**src/rtl/fifo_sm.sv**
```systemverilog
// Multi-source, single-sink tagged FIFO: FLUX write streams, each with its own
// DEPTH-entry queue, merged onto one first-word-fall-through read port by a round-robin arbiter.
module fifo_sm #(
   parameter int DATA_WIDTH = 8,
   parameter int DEPTH      = 4,
   parameter int FLUX       = 2
) (
   input  logic                               clk,
   input  logic                               rst,
   input  logic [FLUX*DATA_WIDTH-1:0]         din,
   input  logic [FLUX-1:0]                    write,
   output logic [FLUX-1:0]                    full,
   output logic [DATA_WIDTH+$clog2(FLUX)-1:0] dout,
   input  logic                               read,
   output logic                               empty
);

   localparam int TAG_W = $clog2(FLUX);
   localparam int PTR_W = $clog2(DEPTH);
   localparam int CNT_W = $clog2(DEPTH + 1);

   // Handshake: write[i] transfers din slice i when !full[i]; a word leaves when
   // read && !empty. dout is valid whenever empty is low and is zero otherwise.

   logic [DATA_WIDTH-1:0] mem_q    [FLUX][DEPTH];
   logic [PTR_W-1:0]      wr_ptr_q [FLUX];
   logic [PTR_W-1:0]      wr_ptr_d [FLUX];
   logic [PTR_W-1:0]      rd_ptr_q [FLUX];
   logic [PTR_W-1:0]      rd_ptr_d [FLUX];
   logic [CNT_W-1:0]      cnt_q    [FLUX];
   logic [CNT_W-1:0]      cnt_d    [FLUX];
   logic [TAG_W-1:0]      rr_ptr_q;
   logic [TAG_W-1:0]      rr_ptr_d;
   logic [TAG_W-1:0]      sel;
   logic [FLUX-1:0]       nonempty;
   logic [FLUX-1:0]       push;
   logic [FLUX-1:0]       pop;

   function automatic logic [TAG_W-1:0] wrap_add(input logic [TAG_W-1:0] a, input int b);
      int s;
      s = int'(a) + b;
      if (s >= FLUX) s = s - FLUX;
      return TAG_W'(s);
   endfunction

   always_comb begin
      nonempty = '0;
      full     = '0;
      for (int i = 0; i < FLUX; i++) begin
         nonempty[i] = (cnt_q[i] != '0);
         full[i]     = (cnt_q[i] == CNT_W'(DEPTH));
      end
   end

   // Scan downwards so the stream closest to rr_ptr wins by being assigned last.
   always_comb begin
      sel = rr_ptr_q;
      for (int k = FLUX - 1; k >= 0; k--) begin
         if (nonempty[wrap_add(rr_ptr_q, k)]) sel = wrap_add(rr_ptr_q, k);
      end
   end

   assign empty = ~|nonempty;
   assign dout  = empty ? '0 : {sel, mem_q[sel][rd_ptr_q[sel]]};

   always_comb begin
      push     = write & ~full;
      pop      = '0;
      rr_ptr_d = rr_ptr_q;
      for (int i = 0; i < FLUX; i++) begin
         pop[i]      = read && !empty && (sel == TAG_W'(i));
         wr_ptr_d[i] = wr_ptr_q[i] + PTR_W'(push[i]);
         rd_ptr_d[i] = rd_ptr_q[i] + PTR_W'(pop[i]);
         cnt_d[i]    = cnt_q[i] + CNT_W'(push[i]) - CNT_W'(pop[i]);
      end
      if (read && !empty) rr_ptr_d = wrap_add(sel, 1);
   end

   always_ff @(posedge clk or negedge rst) begin
      if (!rst) begin
         rr_ptr_q <= '0;
         for (int i = 0; i < FLUX; i++) begin
            wr_ptr_q[i] <= '0;
            rd_ptr_q[i] <= '0;
            cnt_q[i]    <= '0;
         end
      end else begin
         rr_ptr_q <= rr_ptr_d;
         for (int i = 0; i < FLUX; i++) begin
            wr_ptr_q[i] <= wr_ptr_d[i];
            rd_ptr_q[i] <= rd_ptr_d[i];
            cnt_q[i]    <= cnt_d[i];
         end
      end
   end

   // Storage needs no reset: counts gate every read of it.
   always_ff @(posedge clk) begin
      for (int i = 0; i < FLUX; i++) begin
         if (push[i]) mem_q[i][wr_ptr_q[i]] <= din[i*DATA_WIDTH +: DATA_WIDTH];
      end
   end

endmodule

```
**config.mk**
```make
export PLATFORM = sky130hd
export DESIGN_NAME = fifo_sm
export DESIGN_NICKNAME = d
export VERILOG_FILES = /design/src/rtl/fifo_sm.sv
export SDC_FILE = /design/constraint.sdc
export NUM_CORES = 1
export LEC_CHECK = 0
export CORE_AREA = 8 8 76 111
export DETAILED_ROUTE_END_ITERATION = 16
export DIE_AREA = 0 0 84 119
export PLACE_DENSITY_LB_ADDON = 0.3
export SKIP_LAST_GASP = 1
export SYNTH_ARGS = -nofsm -noshare
export SYNTH_HDL_FRONTEND = slang
export SYNTH_SLANG_ARGS = --single-unit
```
**constraint.sdc**
```tcl
create_clock -name clk -period 2.7 [get_ports clk]
set_input_delay 0.54 -clock clk [delete_from_list [all_inputs] [get_ports clk]]
set_output_delay 0.54 -clock clk [all_outputs]
set_load 0.01 [all_outputs]
```
==> results of run 1 <==
-- synthesized netlist by cell type, types with 3 or more instances --
cell type	n	area, um2
mux2i_1	17	170
ha_1	4	50.1
a22oi_1	5	37.5
nor2_1	12	45.0
clkbuf_1	5	18.8
a21oi_1	17	85.1
nand3_1	7	35.0
xnor2_1	7	61.3
and3_1	9	56.3
edfxtp_1	64	1920
nand2_1	19	71.3
buf_2	3	15.0
inv_1	10	37.5
o221ai_1	5	43.8
xor2_1	4	35.0
dfrtp_1	15	375
nor3_1	6	30.0
-- repair_timing --
item | in CTS | in global routing
pin swaps | 2 | 3
cloned | 3 | 0
gates resized for setup | 34 | 14
setup buffers | 4 | 1
endpoints found under the hold margin | 0 | 0
endpoints found under the setup margin | 10 | 9
-- placed cells by master (no fill, tap or decap), types with 3 or more instances in the layout --
master / count
dfrtp_1: 15
and3_1: 9
ha_1: 4
inv_1: 10
nor2_2: 3
a21oi_1: 17
nor3_2: 3
edfxtp_1: 64
xnor2_1: 7
buf_4: 35
mux2_4: 4
nand3_1: 6
clkbuf_8: 9
a22oi_1: 5
clkdlybuf4s50_1: 22
xor2_1: 4
nor3_1: 3
buf_6: 3
buf_2: 6
nand2_1: 18
inv_6: 3
o221ai_1: 5
nor2_1: 9
mux2i_1: 16
-- sequential cells by signal, indices dropped and copies added, names as in the netlist --
register,flops
wr_ptr_q,4
mem_q,64
rd_ptr_q,4
cnt_q,6
rr_ptr_q,1
-- cell type report --
cell class,instances,share of cell area
Clock buffer,9,0.0287
Clock inverter,7,0.0145
Inverter,10,0.00870
Multi-Input combinational cell,145,0.258
Sequential cell,79,0.533
Tap cell,78,0.0226
Timing Repair Buffer,70,0.135
-- logic make-up after synthesis --
family / share of synthesized area
buffers and inverters: 0.0245
AND/OR/NAND/NOR: 0.0805
flip-flops: 0.681
adder cells (fa/ha/maj): 0.0330
multiplexers: 0.0593
XOR/XNOR: 0.0286
AO/OA/AOI/OAI: 0.0931
-- metal layers --
| metal | track usage | vias up |
|---|---|---|
| met2 | 0.268 | 86 |
| met1 | 0.164 | 1109 |
| li1 | - | 1075 |
| met4 | 0.118 | 0 |
| met5 | 0 | - |
| met3 | 0.0375 | 29 |
-- where the power goes --
group | switching [mW] | internal, mW | leakage (nW)
registers | 0.212 | 1.66 | 0.761
logic | 1.49 | 1.44 | 0.848
clock network | 0.477 | 0.356 | 0.0984
total | 2.18 | 3.45 | 1.71
-- worst min-delay path by stage --
stage / end / cells after the start / start / slack (ps)
global route: wr_ptr_q[1] / 1 / wr_ptr_q[1] / 570
floorplan: cnt_q[0] / 0 / rst / 240
detailed placement: rd_ptr_q[3] / 1 / rd_ptr_q[3] / 500
finish: wr_ptr_q[3] / 1 / wr_ptr_q[3] / 540
CTS: rd_ptr_q[3] / 1 / rd_ptr_q[3] / 510
global placement: rd_ptr_q[3] / 1 / rd_ptr_q[3] / 500
==> impl_metrics.json, run 1 <==
{
  "holdWs_ps": 539,
  "power_leakage_nw": 1.71,
  "postCtsHoldBufs": 0,
  "cpLargestDelayFamily": "multiplexers",
  "worstMarginPinSlew_ps": 677,
  "path_buf_inv": 2,
  "dp_cells": 374,
  "setup_ws_ps": -515,
  "regArea_um2": 2300,
  "crit_path_start": "cnt_q[0]",
  "synthToLayoutAreaGrowth_pct": 27.9,
  "cts_buffer_depth": 2,
  "synth_cell_types": 39,
  "avgViaCountPerCell": 5.78,
  "numCtsBuffers": 9,
  "cts.sinks": 79,
  "hold_path_class": "reg2reg",
  "hold_violations": 0,
  "setup-violations-final": 8,
  "p_total_mw": 5.64,
  "finalCriticalPeriod_ps": 3220,
  "grt_pass1_wl_um": 12000,
  "drt_wl_total_um": 7690,
  "worst-setup-path-type": "reg2out",
  "power_density_nw_per_um2": 1310,
  "detail_route.wl_per_cell_um": 19.3,
  "wl_met2_um": 4040,
  "slew_headroom": 0.547,
  "synth_seq_area_share": 0.681,
  "crit_end": "dout[6]",
  "grt_usage": 0.157,
  "fin_area_um2": 4310,
  "core_area_um2": 6810,
  "required_ps": 2160,
  "final-instance-count-excl-fill": 398,
  "top_layer_used": "met4",
  "overflow": 0,
  "wl_met3_um": 407,
  "synth_edf_count": 64,
  "multi_input_area_um2": 1110,
  "async_flop_share": 0.190,
  "drc": 0,
  "grt_pass1_vias": 2363,
  "ys.flop_type": "edfxtp_1",
  "failed_checks": "setup timing",
  "critPathLaunchType": "flip-flop",
  "maxCapViolCount": 0,
  "skew_ps": 7.12,
  "clkLatencyLatePin_ps": 360,
  "r2r_cells": 11,
  "start_util": 0.496,
  "port_buffers": 32,
  "regToRegStartpoint": "cnt_q[5]",
  "ys_warn_count": 0,
  "drt-pass1-iter-count": 4,
  "crit_fanout": 5,
  "grt_max_degree": 17,
  "synthCells": 240,
  "regToRegSetupSlack_ps": 190,
  "synth_area_um2": 3370,
  "endpoint_kind": "output port",
  "syn_nets": 267,
  "cp_slowest_cell": "maj3_4",
  "avgSynthCellArea_um2": 14.1,
  "worstPathArrival_ps": 2680,
  "ios": 33,
  "timing.rr.end": "cnt_q[2]",
  "ir_drop_mv": 0.902,
  "cp_cell_sequence": "or3_4 > maj3_4 > mux2_4 > buf_4 > mux2_4 > nand3_2 > o311ai_4 > buf_2",
  "row_count": 37,
  "place_hpwl_um": 5500,
  "antenna_found_initial": 0,
  "slew_viol_final": 0,
  "drt-initial-drc-count": 187,
  "pre_cts_slack_ps": -436,
  "nets": 342,
  "nFillCells": 541,
  "timing.final.crit_share": 1.19,
  "fmax_mhz": 311,
  "synth_seq_cells": 79,
  "die_h_um": 119,
  "rsz0062_at_grt": "yes",
  "gp_congestion": 0.883,
  "vias": 2299,
  "fin_util": 0.634,
  "cp.depth": 8,
  "die_x_um": 84,
  "htree_levels": 3,
  "clk_pin_slew_ps": 80,
  "cts_root_buf": "clkbuf_8",
  "die-area_um2": 10000,
  "crit_path_max_incr_delay_ps": 400,
  "drive_gt1_frac": 0.256,
  "n_antenna_cell": 0,
  "setup_tns_ps": -3520,
  "cts_tree": "built",
  "ant_nets": 0,
  "status": "finished, violations left",
  "wl_met1_um": 2800,
  "placed_cell_area_um2": 4020,
  "cp_common_cell": "mux2_4"
}
No activity file was read; power rests on OpenSTA's default activity.
==> inputs of run 2 (changes only) <==
MAX_ROUTING_LAYER = met4   (was unset)
==> run 2 against run 1 <==
Net effect:
- the run still ends with setup timing left
- non-clock buffer count unchanged
- flip-flop and latch count did not move
- clock-buffer cell count unchanged
- final area unchanged
- register-to-register slack hardly changed
==> impl_metrics.json, run 2 (synthesized netlist as in run 1, its figures left out) <==
{
  "status": "finished, violations left",
  "failed_checks": "setup timing",
  "cts_buffer_depth": 2,
  "p_total_mw": 5.63,
  "htree_levels": 3,
  "setup_ws_ps": -509,
  "drc": 0,
  "hold_path_class": "reg2reg",
  "slew_headroom": 0.548,
  "gp_congestion": 0.897,
  "mostFrequentLayoutCell": "edfxtp_1",
  "finalCriticalPeriod_ps": 3210,
  "endpoint_kind": "output port",
  "ir_drop_mv": 0.898,
  "largest_reg_flops": 64,
  "drt-pass1-iter-count": 5,
  "antenna_found_initial": 0,
  "overflow": 0,
  "critPathLaunchType": "flip-flop",
  "clk_pin_slew_ps": 80,
  "nFillCells": 541,
  "final-instance-count-excl-fill": 398,
  "worstPathArrival_ps": 2670,
  "holdWs_ps": 539,
  "regToRegSetupSlack_ps": 190,
  "n_antenna_cell": 0,
  "vias": 2274,
  "grt_pass1_wl_um": 12100,
  "die_h_um": 119,
  "ant_nets": 0,
  "core_area_um2": 6810,
  "cts.sinks": 79,
  "row_count": 37,
  "cts_root_buf": "clkbuf_8",
  "setup_tns_ps": -3490,
  "cts_tree": "built",
  "numCtsBuffers": 9,
  "slew_viol_final": 0,
  "power_density_nw_per_um2": 1300,
  "hold_violations": 0,
  "maxCapViolCount": 0,
  "ios": 33,
  "whs_path_depth": 1,
  "pre_cts_slack_ps": -436,
  "required_ps": 2160,
  "grt_max_degree": 17,
  "setup-violations-final": 8,
  "grt_pass1_vias": 2364,
  "drt_wl_total_um": 7680,
  "fmax_mhz": 312,
  "worstMarginPinSlew_ps": 676,
  "r2r_cells": 11,
  "synthToLayoutAreaGrowth_pct": 27.9,
  "avgViaCountPerCell": 5.71,
  "drt-initial-drc-count": 151,
  "start_util": 0.496,
  "nets": 342,
  "port_buffers": 32,
  "worst-setup-path-type": "reg2out",
  "die-area_um2": 10000,
  "dp_cells": 374,
  "crit_fanout": 5,
  "rsz0062_at_grt": "yes",
  "power_leakage_nw": 1.71,
  "timing.final.crit_share": 1.19,
  "place_hpwl_um": 5500,
  "die_x_um": 84,
  "clkLatencyLatePin_ps": 360,
  "drive_gt1_frac": 0.256,
  "skew_ps": 7.05,
  "layout_common_cells": "edfxtp_1 (64), buf_4 (35), clkdlybuf4s50_1 (22), nand2_1 (18), a21oi_1 (17)",
  "detail_route.wl_per_cell_um": 19.3,
  "grt_usage": 0.162
}
[run 2: cell counts in the layout (fill, tap and decap cells not counted)]
No cell type changed its count.
[run 2: layout make-up]
cell class	count	area [um2]	area share
inverter	10	37.5	0.00870
clock buffer	9	124	0.0287
multi-input combinational	145	1110	0.258
timing repair buffer	70	582	0.135
tap	78	97.6	0.0226
sequential	79	2300	0.533
clock inverter	7	62.6	0.0145
[run 2: worst paths after layout]
kind	from	to
worst max-delay path	cnt_q[0]	dout[6]
worst min-delay path	wr_ptr_q[3]	wr_ptr_q[3]
worst max register to register	cnt_q[5]	cnt_q[2]
worst min register to register	wr_ptr_q[3]	wr_ptr_q[3]
max in group asynchronous	rst	rd_ptr_q[2]
min in group asynchronous	rst	wr_ptr_q[0]
[run 2: repair_timing]
| action | CTS | global route |
|---|---|---|
| endpoints found under the setup margin | 10 | 9 |
| gates cloned | 3 | 0 |
| setup buffers | 4 | 1 |
| pin swaps | 2 | 3 |
| hold buffers | 0 | 0 |
| gates resized for setup | 34 | 14 |
[run 2: metal layers]
layer	vias up	track usage	share of wire	wire length, um
met1	1088	0.167	0.37	2860
met2	90	0.267	0.53	4090
met5	-	-	0	0
li1	1070	-	-	-
met4	0	0.118	0.047	363
met3	26	0.0355	0.047	360
[run 2: power breakdown]
part | switching, mW | internal [mW]
clock network | 0.475 | 0.356
registers | 0.212 | 1.66
logic | 1.48 | 1.44
total | 2.17 | 3.45
[run 2: stage by stage]
| step | util | instance area (um2) |
|---|---|---|
| after CTS | 0.626 | 4260 |
| after global placement | 0.590 | 4020 |
| final | 0.634 | 4310 |
| after global routing | 0.634 | 4310 |
| after floorplan | - | 3410 |
| after detailed placement | 0.590 | 4020 |
[run 2: worst max-delay path: stages, from the launching register on]
cell and delay (ps):
dfrtp_1 380, or3_4 390, maj3_4 400, mux2_4 340, buf_4 150, mux2_4 300, nand3_2 80, o311ai_4 110
buf_2 170
